[src/rtl/button_pkg.sv]
// rtl/button_pkg.sv - shared state and direction encodings for the button event scheduler
//
// Contents:
//   state_t : scheduler FSM states (ST_IDLE, ST_HOLD, ST_REPEAT, ST_LOCKOUT)
//   dir_t   : step direction of the press being tracked (DIR_INC, DIR_DEC)

package button_pkg;

    typedef enum logic [1:0] {
        ST_IDLE    = 2'd0,
        ST_HOLD    = 2'd1,   // also the "armed" state when auto-repeat is not built
        ST_REPEAT  = 2'd2,
        ST_LOCKOUT = 2'd3
    } state_t;

    typedef enum logic {
        DIR_INC = 1'b0,
        DIR_DEC = 1'b1
    } dir_t;

endpackage

[src/rtl/rise_detect.sv]
// rtl/rise_detect.sv - single-bit rising-edge detector for a debounced button level
//
// Ports:
//   i_clock : system clock
//   i_reset : synchronous active-high reset
//   i_level : debounced button level
//   o_rise  : high in the cycle where i_level is high and was low on the previous edge

module rise_detect (
    input  logic i_clock,
    input  logic i_reset,
    input  logic i_level,
    output logic o_rise
);

    logic prev;

    // Reset loads the live level rather than 0 so a button held through
    // reset is not mistaken for a fresh press once reset releases.
    always_ff @(posedge i_clock) begin
        if (i_reset) begin
            prev <= i_level;
        end else begin
            prev <= i_level;
        end
    end

    assign o_rise = i_level & ~prev;

endmodule

[src/rtl/button_event_scheduler.sv]
// rtl/button_event_scheduler.sv - turns inc/dec/clear button levels into counter steps
//
// Optional feature: define BUTTON_AUTO_REPEAT_EN to build the hold/auto-repeat
// timer. Without it every press yields exactly one step.
//
// Ports:
//   i_clock    : system clock
//   i_reset    : synchronous active-high reset
//   i_inc      : debounced increment level
//   i_dec      : debounced decrement level
//   i_clear    : debounced clear level
//   o_counter  : current count (WIDTH bits)
//   o_step     : one-cycle pulse whenever o_counter is written
//   o_at_limit : last inc/dec was blocked by a saturation limit

import button_pkg::*;

module button_event_scheduler #(
    parameter int WIDTH         = 4,
    parameter int SATURATE      = 0,
    parameter int HOLD_DELAY    = 12000000,
    parameter int REPEAT_PERIOD = 3000000
) (
    input  logic             i_clock,
    input  logic             i_reset,
    input  logic             i_inc,
    input  logic             i_dec,
    input  logic             i_clear,
    output logic [WIDTH-1:0] o_counter,
    output logic             o_step,
    output logic             o_at_limit
);

    logic rise_inc, rise_dec, rise_clear;

    rise_detect u_rise_inc   (.i_clock(i_clock), .i_reset(i_reset), .i_level(i_inc),   .o_rise(rise_inc));
    rise_detect u_rise_dec   (.i_clock(i_clock), .i_reset(i_reset), .i_level(i_dec),   .o_rise(rise_dec));
    rise_detect u_rise_clear (.i_clock(i_clock), .i_reset(i_reset), .i_level(i_clear), .o_rise(rise_clear));

    state_t state;
    dir_t   dir;

    // Candidate results for both directions; the FSM picks one when it steps.
    logic             up_blocked, dn_blocked;
    logic [WIDTH-1:0] cnt_up, cnt_dn;

    always_comb begin
        up_blocked = (SATURATE != 0) && (o_counter == {WIDTH{1'b1}});
        dn_blocked = (SATURATE != 0) && (o_counter == {WIDTH{1'b0}});
        cnt_up     = up_blocked ? o_counter : o_counter + 1'b1;
        cnt_dn     = dn_blocked ? o_counter : o_counter - 1'b1;
    end

    // Levels of the button that started the current press and of its opposite.
    logic dir_level, opp_level;
    assign dir_level = (dir == DIR_DEC) ? i_dec : i_inc;
    assign opp_level = (dir == DIR_DEC) ? i_inc : i_dec;

`ifdef BUTTON_AUTO_REPEAT_EN
    localparam int TW = $clog2(((HOLD_DELAY > REPEAT_PERIOD) ? HOLD_DELAY : REPEAT_PERIOD) + 1);
    localparam logic [TW-1:0] HOLD_LAST = TW'(HOLD_DELAY - 1);
    localparam logic [TW-1:0] REP_LAST  = TW'(REPEAT_PERIOD - 1);

    logic [TW-1:0] timer;
`else
    logic unused_cfg;
    assign unused_cfg = ^{HOLD_DELAY, REPEAT_PERIOD};
`endif

    always_ff @(posedge i_clock) begin
        if (i_reset) begin
            o_counter  <= '0;
            o_step     <= 1'b0;
            o_at_limit <= 1'b0;
            state      <= ST_IDLE;
            dir        <= DIR_INC;
`ifdef BUTTON_AUTO_REPEAT_EN
            timer      <= '0;
`endif
        end else begin
            o_step <= 1'b0;
            if (rise_clear) begin
                o_counter  <= '0;
                o_step     <= 1'b1;
                o_at_limit <= 1'b0;
                state      <= ST_IDLE;
`ifdef BUTTON_AUTO_REPEAT_EN
                timer      <= '0;
`endif
            end else begin
                case (state)
                    ST_IDLE: begin
                        if (rise_inc && rise_dec) begin
                            state <= ST_LOCKOUT;
                        end else if (rise_inc || rise_dec) begin
                            // A new press while the other button is already
                            // held is a conflict, same as pressing both.
                            if (rise_inc ? i_dec : i_inc) begin
                                state <= ST_LOCKOUT;
                            end else begin
                                o_counter  <= rise_dec ? cnt_dn : cnt_up;
                                o_at_limit <= rise_dec ? dn_blocked : up_blocked;
                                o_step     <= 1'b1;
                                dir        <= rise_dec ? DIR_DEC : DIR_INC;
                                state      <= ST_HOLD;
`ifdef BUTTON_AUTO_REPEAT_EN
                                timer      <= '0;
`endif
                            end
                        end
                    end
`ifdef BUTTON_AUTO_REPEAT_EN
                    ST_HOLD, ST_REPEAT: begin
                        if (!dir_level) begin
                            state <= ST_IDLE;
                        end else if (opp_level) begin
                            state <= ST_LOCKOUT;
                        end else if (timer == ((state == ST_HOLD) ? HOLD_LAST : REP_LAST)) begin
                            o_counter  <= (dir == DIR_DEC) ? cnt_dn : cnt_up;
                            o_at_limit <= (dir == DIR_DEC) ? dn_blocked : up_blocked;
                            o_step     <= 1'b1;
                            state      <= ST_REPEAT;
                            timer      <= '0;
                        end else begin
                            timer <= timer + 1'b1;
                        end
                    end
`else
                    ST_HOLD: begin
                        // Armed: wait for release, no further steps.
                        if (!dir_level) begin
                            state <= ST_IDLE;
                        end else if (opp_level) begin
                            state <= ST_LOCKOUT;
                        end
                    end
`endif
                    ST_LOCKOUT: begin
                        if (!i_inc && !i_dec) begin
                            state <= ST_IDLE;
                        end
                    end
                    default: begin
                        state <= ST_IDLE;
                    end
                endcase
            end
        end
    end

endmodule

[config.mk]
export PLATFORM = sky130hd
export DESIGN_NAME = button_event_scheduler
export DESIGN_NICKNAME = d
export VERILOG_FILES = /design/src/rtl/button_pkg.sv /design/src/rtl/rise_detect.sv /design/src/rtl/button_event_scheduler.sv
export SDC_FILE = /design/constraint.sdc
export NUM_CORES = 1
export LEC_CHECK = 0
export CAP_MARGIN = 5
export CELL_PAD_IN_SITES_DETAIL_PLACEMENT = 1
export CELL_PAD_IN_SITES_GLOBAL_PLACEMENT = 2
export CORE_AREA = 3 3 51 53
export DETAILED_ROUTE_END_ITERATION = 8
export DIE_AREA = 0 0 54 56
export GPL_ROUTABILITY_DRIVEN = 0
export PLACE_DENSITY = 0.69
export SLEW_MARGIN = 40
export SYNTH_ARGS = -nofsm -noshare
export SYNTH_HDL_FRONTEND = slang
export SYNTH_HIERARCHICAL = 1
export SYNTH_SLANG_ARGS = --single-unit
[constraint.sdc]
create_clock -name i_clock -period 1.85 [get_ports i_clock]
set_input_delay 0.185 -clock i_clock [delete_from_list [all_inputs] [get_ports i_clock]]
set_output_delay 0.185 -clock i_clock [all_outputs]
set_load 0.03 [all_outputs]
==> metrics, run 1 <==
Slew Limit Fails=0; clock group share of total power=0.284; CP Capture Type=flop; Post-synth ARST share=0; Reg-to-Reg Start=u_rise_dec/prev$_DFF_P_; Hold Path End=u_rise_clear/prev$_DFF_P_; DRC viols=0; min Tclk post-route=1.846 ns; sequential-to-total area share from yosys stat=0.3404; GRT Total Usage=0.1112; Cells after Synth=68; Logic pwr share=0.270; Worst setup SP type=input pin; CP top delay family=simple AND/OR/NAND/NOR gates; period utilization=0.9977; Synthesized Nets=79; initial cell density of the core=0.2953; WL/cell=12.78 um; Max H-tree Level=1; clk_lat worst skew=0.27 ns; # IOs=11; critical path depth=8; # diodes=0; r2r setup slk=0.10 ns; Post-Syn Area per Cell=9.513 um2; drt first pass iters=2; DP HPWL=1168 um; Util after Layout=0.4118; Most used DFF post-synth=dfxtp_1; Largest stage delay, worst path=0.47 ns; synth unique cells=30; YS warnings=6; Detailed Route WL=1533 um; DR vias=549; EDFF count, synth=0; global-route wire length before repair=2477 um; CTS tree=built; Crit-path slowest cell=clkdlybuf4s50_1; CTS root buf=clkbuf_4; cts hold-fix bufs=0; final setup margin=0.004288 ns; Clock Skews=0.009286 ns; initial antenna violation count=0; layout cell share with drive strength beyond 1=0.2935; core area=2191 um2; Internal=0.0004188 W; Final Power=0.0006032 W; # fillers=255; worst hold path class=input pin to flop; Buffers on Ports=9; sequential fraction of design power=0.445; # Max-Cap Violations=0; clk buf depth=2; WP buf/inv=2; largest net degree at the start of global routing=8; Arr. time, crit path=2.00 ns; die area=3024 um2; Crit Path Max Fanout=4; CTS buffer count=3; P_leak=0.3769 nW; fin nets=104; vias per cell=4.575; post-synthesis cell area=646.9 um2; cells along the critical path=clkdlybuf4s50_1 -> nor2b_4 -> inv_2 -> ha_4 -> nor4_4 -> nand2_2 -> nor3b_2 -> mux2_1; worst vdd ir=0.3241 mV; run status=finished clean; pre-CTS WS=-0.3328 ns; Setup violations, final=0; hold_sp=i_clear; Fmax achieved=0.5418 GHz; Clock Sinks=11; Layout area overhead=39.46%; vias in the first global route=569; FF+latch count, synth=11; Psw=0.0001843 W; gr ovfl total=0; PwrDens=668.6 nW/um2; hold path depth=1; sw frac=0.3056; final hold viol count=0; die width=54 um; R2R cell count=7; initial drt markers=1; CP required=2.00 ns; Final ANT Viol Nets=0; kind of critical path=input pin to flop; Rows=17; Die Span Y=56 um; Critical R2R Capture=o_counter[3]$_SDFFE_PP0P_; clock-pin slew on the worst setup and hold paths=0.08 ns
-- layout by cell type, fill, tap and decap left out, drive strengths merged, types with 2 or more instances in the layout --
| master | netlist | layout |
|---|---|---|
| a21oi | 3 | 3 |
| buf | 1 | 13 |
| clkbuf | 1 | 4 |
| clkdlybuf4s50 | 0 | 9 |
| dfxtp | 11 | 11 |
| ha | 5 | 5 |
| inv | 6 | 6 |
| mux2i | 4 | 4 |
| nand2 | 3 | 3 |
| nor2 | 9 | 9 |
| nor2b | 4 | 4 |
| nor3 | 2 | 2 |
| o21ai | 2 | 2 |
| xnor2 | 2 | 2 |
-- repair_timing --
item	in CTS	in global routing
setup endpoints to repair	1	1
resized for setup	1	4
setup buffers	0	3
pin swaps	0	3
-- sequential cells by signal, indices dropped and copies added (netlist names) --
signal	cells
dir	1
o_counter	4
o_step	1
state	2
u_rise_clear/prev	1
u_rise_dec/prev	1
u_rise_inc/prev	1
-- how the worst max path moves through the flow --
stage	startpoint	to	slack, ns
global route	i_dec	o_counter[3]$_SDFFE_PP0P_	-0.05
floorplan	o_counter[1]$_SDFFE_PP0P_	o_counter[3]$_SDFFE_PP0P_	0.08
detailed placement	i_dec	o_counter[3]$_SDFFE_PP0P_	-0.33
global placement	i_dec	o_counter[3]$_SDFFE_PP0P_	-0.25
finish	i_dec	o_counter[3]$_SDFFE_PP0P_	0.004
CTS	i_dec	o_counter[3]$_SDFFE_PP0P_	0.02
-- power groups by stage --
stage / Sequential [W] / Combinational, W / Clock (W)
2_1_floorplan: 0.000283 / 0.0000807 / 0
3_3_place_gp: 0.000274 / 0.000150 / 0
3_5_place_dp: 0.000274 / 0.000153 / 0
4_1_cts: 0.000269 / 0.000156 / 0.000183
5_1_grt: 0.000271 / 0.000178 / 0.000199
6_report: 0.000269 / 0.000163 / 0.000172
-- cell usage after synthesis, types with 2 or more instances --
cell	count	area share
dfxtp_1	11	0.34
nor2_1	9	0.052
inv_1	6	0.035
ha_1	5	0.097
mux2i_1	4	0.062
a21oi_1	3	0.023
nor2b_4	3	0.064
nand2_1	2	0.012
nor3_1	2	0.015
o21ai_0	2	0.015
xnor2_1	2	0.027
-- cell families (layout without fill, tap and decap cells) --
kind of cell / Yosys count / count (layout) / synth area share
compound gates: 11 / 11 / 0.1122
xor+xnor: 2 / 2 / 0.02708
fa+ha+maj: 6 / 6 / 0.1277
buf+inv: 8 / 32 / 0.05222
flops: 11 / 11 / 0.3404
mux: 5 / 5 / 0.07930
other cells: 1 / 1 / 0.005797
simple gates: 24 / 24 / 0.2554
-- worst reg2reg max path, stage by stage (launching register included) --
cell and delay [ns]:
dfxtp_1 0.33, nor2b_4 0.15, inv_2 0.07, ha_4 0.16, nor4_4 0.26, nand2_2 0.12
nor3b_2 0.21, mux2_1 0.33
-- per-layer routing --
metal | vias up | routed length (um) | global-route usage | part of all wire
met5 | - | 0 | 0 | 0
met4 | 0 | 18 | 0.04270 | 0.012
met3 | 2 | 33 | 0.03217 | 0.022
met2 | 5 | 760 | 0.1730 | 0.50
met1 | 263 | 721 | 0.1408 | 0.47
li1 | 279 | - | - | -
-- stage by stage --
step	cell area (um2)	setup TNS, ns	instances	hold slack [ns]
finish	902.1	0	120	0.3896
global route	902.1	-0.04725	120	0.4037
CTS	867.1	0	117	0.3887
detailed placement	835.8	-0.5257	113	0.5438
global placement	835.8	-0.3213	113	0.5413
floorplan	646.9	0	68	0.2127
-- final cells by class --
| type | count | area (um2) | area share |
|---|---|---|---|
| multi-input cells | 49 | 410.4 | 0.4549 |
| inverters | 6 | 22.52 | 0.02497 |
| clock buffers | 4 | 26.28 | 0.02913 |
| well taps | 28 | 35.03 | 0.03883 |
| repair buffers | 22 | 187.7 | 0.2080 |
| flip-flops and latches | 11 | 220.2 | 0.2441 |
(Power assumes the default switching activity.)
==> inputs of run 2 (changes only) <==
--- a/config.mk
+++ b/config.mk
@@ -6,15 +6,14 @@
 export NUM_CORES = 1
 export LEC_CHECK = 0
 export CAP_MARGIN = 5
-export CELL_PAD_IN_SITES_DETAIL_PLACEMENT = 1
-export CELL_PAD_IN_SITES_GLOBAL_PLACEMENT = 2
-export CORE_AREA = 3 3 51 53
+export CORE_AREA = 2 2 50 52
 export DETAILED_ROUTE_END_ITERATION = 8
-export DIE_AREA = 0 0 54 56
+export DIE_AREA = 0 0 52 54
 export GPL_ROUTABILITY_DRIVEN = 0
-export PLACE_DENSITY = 0.69
+export PLACE_DENSITY = 0.46
 export SLEW_MARGIN = 40
 export SYNTH_ARGS = -nofsm -noshare
 export SYNTH_HDL_FRONTEND = slang
 export SYNTH_HIERARCHICAL = 1
 export SYNTH_SLANG_ARGS = --single-unit
+export TNS_END_PERCENT = 5
==> run 2 against run 1 <==
Sequential cell count is the same. Final cell count up 0.83%. Largest cell class unchanged. Via count is 3.3% lower. Critical path type is now flop to flop. Critical endpoint unchanged. Largest power group unchanged. First-iteration DRC count rose to 4.0 times the previous value.
==> metrics, run 2 (synthesis gave the netlist of run 1 again) <==
run status=finished clean; Final Non-Filler Cells=121 (+0.83%); final setup margin=0.1423 ns (+0.1380 ns); Crit Path Max Fanout=4 (unchanged); clk buf depth=2 (unchanged); DRC viols=0 (unchanged); Final ANT Viol Nets=0 (unchanged); commonest cells after routing, fill and taps aside=buf_4, dfxtp_1, nor2_1, clkdlybuf4s50_1, inv_1; vias in the first global route=513 (-9.8%); R2R cell count=7 (unchanged); final hold viol count=0 (unchanged); Setup violations, final=0 (unchanged); initial antenna violation count=0 (unchanged); CP Capture Type=flop; # diodes=0 (unchanged); period utilization=0.9231 (-0.07458); CTS root buf=clkbuf_4; Worst Hold Margin=0.1864 ns (-0.2032 ns); CP required=2.01 ns (about the same); Clock Skews=0.004334 ns (-0.004952 ns); CTS buffer count=3 (unchanged); # placed instances=115 (+1.8%); initial drt markers=4 (+3); Max H-tree Level=1 (unchanged); min Tclk post-route=1.708 ns (-0.1380 ns); gr ovfl total=0 (unchanged); largest net degree at the start of global routing=8 (unchanged); initial cell density of the core=0.2789 (-0.01640); die width=52 um (-3.7%); worst hold path class=input pin to flop; worst vdd ir=0.3718 mV (+15%); Hold Path End=u_rise_dec/prev$_DFF_P_; Arr. time, crit path=1.86 ns (-0.14 ns); RSZ-0062 raised after global routing=no; # Max-Cap Violations=0 (unchanged); Largest regs=o_counter: 4 flops, state: 2 flops; Clock Sinks=11 (unchanged); Rows=18 (+1); global-route wire length before repair=2221 um (-10%); layout cell share with drive strength beyond 1=0.2747 (-0.01875); clk_lat worst skew=0.27 ns (about the same); Slew Limit Fails=0 (unchanged); clock-pin slew on the worst setup and hold paths=0.08 ns (about the same); Die Span Y=54 um (-3.6%); r2r setup slk=0.14 ns (+0.04 ns); Largest Register=o_counter; P_leak=0.3887 nW (+3.1%); core area=2320 um2 (+5.9%); DP HPWL=986.9 um (-15%); kind of critical path=flop to flop; pre-CTS WS=-0.2999 ns (+0.03298 ns); commonest non-fill, non-tap cell in the layout=buf_4; Layout area overhead=37.91%; # IOs=11 (unchanged); WL/cell=10.53 um (-18%); Detailed Route WL=1274 um (-17%); CTS tree=built; number of flip-flops in the largest register=4 (unchanged); Worst setup SP type=flop; vias per cell=4.388 (-4.1%); GRT Total Usage=0.1106 (-0.0005787); Buffers on Ports=9 (unchanged); # fillers=243 (-4.7%); Fmax achieved=0.5856 GHz (+8.1%); drt first pass iters=3 (+1); Reg-to-Reg Start=u_rise_dec/prev$_DFF_P_; PwrDens=660.4 nW/um2 (-1.2%); DR vias=531 (-3.3%); hold path depth=2 (+1); die area=2808 um2 (-7.1%); Critical R2R Capture=o_counter[3]$_SDFFE_PP0P_; hold_sp=i_dec; fin nets=103 (-0.96%)
-- run 2: cell types whose count changed in the layout (fill, tap and decap cells not counted), sizes merged --
cell / before / now
dlymetal6s2s: 0 / 2
clkdlybuf4s50: 9 / 7
buf: 13 / 12
-- run 2: per-layer routing --
layer | vias up | track usage | wire (um)
li1 | 280 | - | -
met1 | 243 | 0.1319 | 619
met2 | 6 | 0.1793 | 589
met3 | 2 | 0.03611 | 51
met4 | 0 | 0.05263 | 13
met5 | - | 0 | 0
-- run 2: how the worst max path moves through the flow --
| stage | startpoint | to | slack [ns] | cells past startpoint |
|---|---|---|---|---|
| 3_3_place_gp | i_dec | o_counter[3]$_SDFFE_PP0P_ | -0.25 | 7 |
| 2_1_floorplan | o_counter[1]$_SDFFE_PP0P_ | o_counter[3]$_SDFFE_PP0P_ | 0.08 | 5 |
| 5_1_grt | u_rise_dec/prev$_DFF_P_ | o_counter[3]$_SDFFE_PP0P_ | 0.06 | 7 |
| 3_5_place_dp | i_dec | o_counter[3]$_SDFFE_PP0P_ | -0.30 | 7 |
| 4_1_cts | i_dec | o_counter[3]$_SDFFE_PP0P_ | 0.05 | 7 |
| 6_report | u_rise_dec/prev$_DFF_P_ | o_counter[3]$_SDFFE_PP0P_ | 0.14 | 7 |
-- run 2: stage by stage --
| step | area, um2 | TNS (ns) | power, W | utilization |
|---|---|---|---|---|
| 4_1_cts | 869.6 | 0 | 0.0005957 | 0.3749 |
| 5_1_grt | 892.1 | 0 | 0.0006327 | 0.3846 |
| 2_1_floorplan | 646.9 | 0 | 0.0003636 | - |
| 3_5_place_dp | 838.3 | -0.4962 | 0.0004229 | 0.3614 |
| 6_report | 892.1 | 0 | 0.0005892 | 0.3846 |
| 3_3_place_gp | 838.3 | -0.3907 | 0.0004221 | 0.3614 |
-- run 2: power breakdown --
group | total [W] | switching, W | leakage [nW] | internal (W)
registers | 0.000268 | 0.0000170 | 0.0906 | 0.000251
clock network | 0.000168 | 0.0000843 | 0.0150 | 0.0000834
logic | 0.000153 | 0.0000729 | 0.283 | 0.0000802
-- run 2: cell type report --
cell class,instances,area (um2),area share
clock buffer,4,26.28,0.02945
inverter,6,22.52,0.02525
timing repair buffer,21,185.2,0.2076
multi-input combinational,49,400.4,0.4488
tap,30,37.54,0.04208
sequential,11,220.2,0.2468
-- run 2: critical path, cell delays in order (launching register included) --
cell,delay (ns)
dfxtp_1,0.33
nor2b_4,0.16
inv_2,0.05
ha_2,0.18
nor4_4,0.25
nand2_2,0.11
nor3b_2,0.19
mux2_1,0.32
-- run 2: what timing repair did --
| action | 4_1_cts | 5_1_grt |
|---|---|---|
| pin swaps | 0 | 3 |
| setup endpoints to repair | 1 | 1 |
| hold buffers | 0 | 0 |
| buffers inserted | 0 | 2 |
| hold endpoints to repair | 0 | 0 |
| gates resized for setup | 1 | 4 |
==> inputs of run 3 (changes only) <==
--- a/config.mk
+++ b/config.mk
@@ -16,4 +16,4 @@
 export SYNTH_HDL_FRONTEND = slang
 export SYNTH_HIERARCHICAL = 1
 export SYNTH_SLANG_ARGS = --single-unit
-export TNS_END_PERCENT = 5
+export TNS_END_PERCENT = 30
==> results of run 3 <==
Final layout, timing and power as in run 2 (identical DEF).
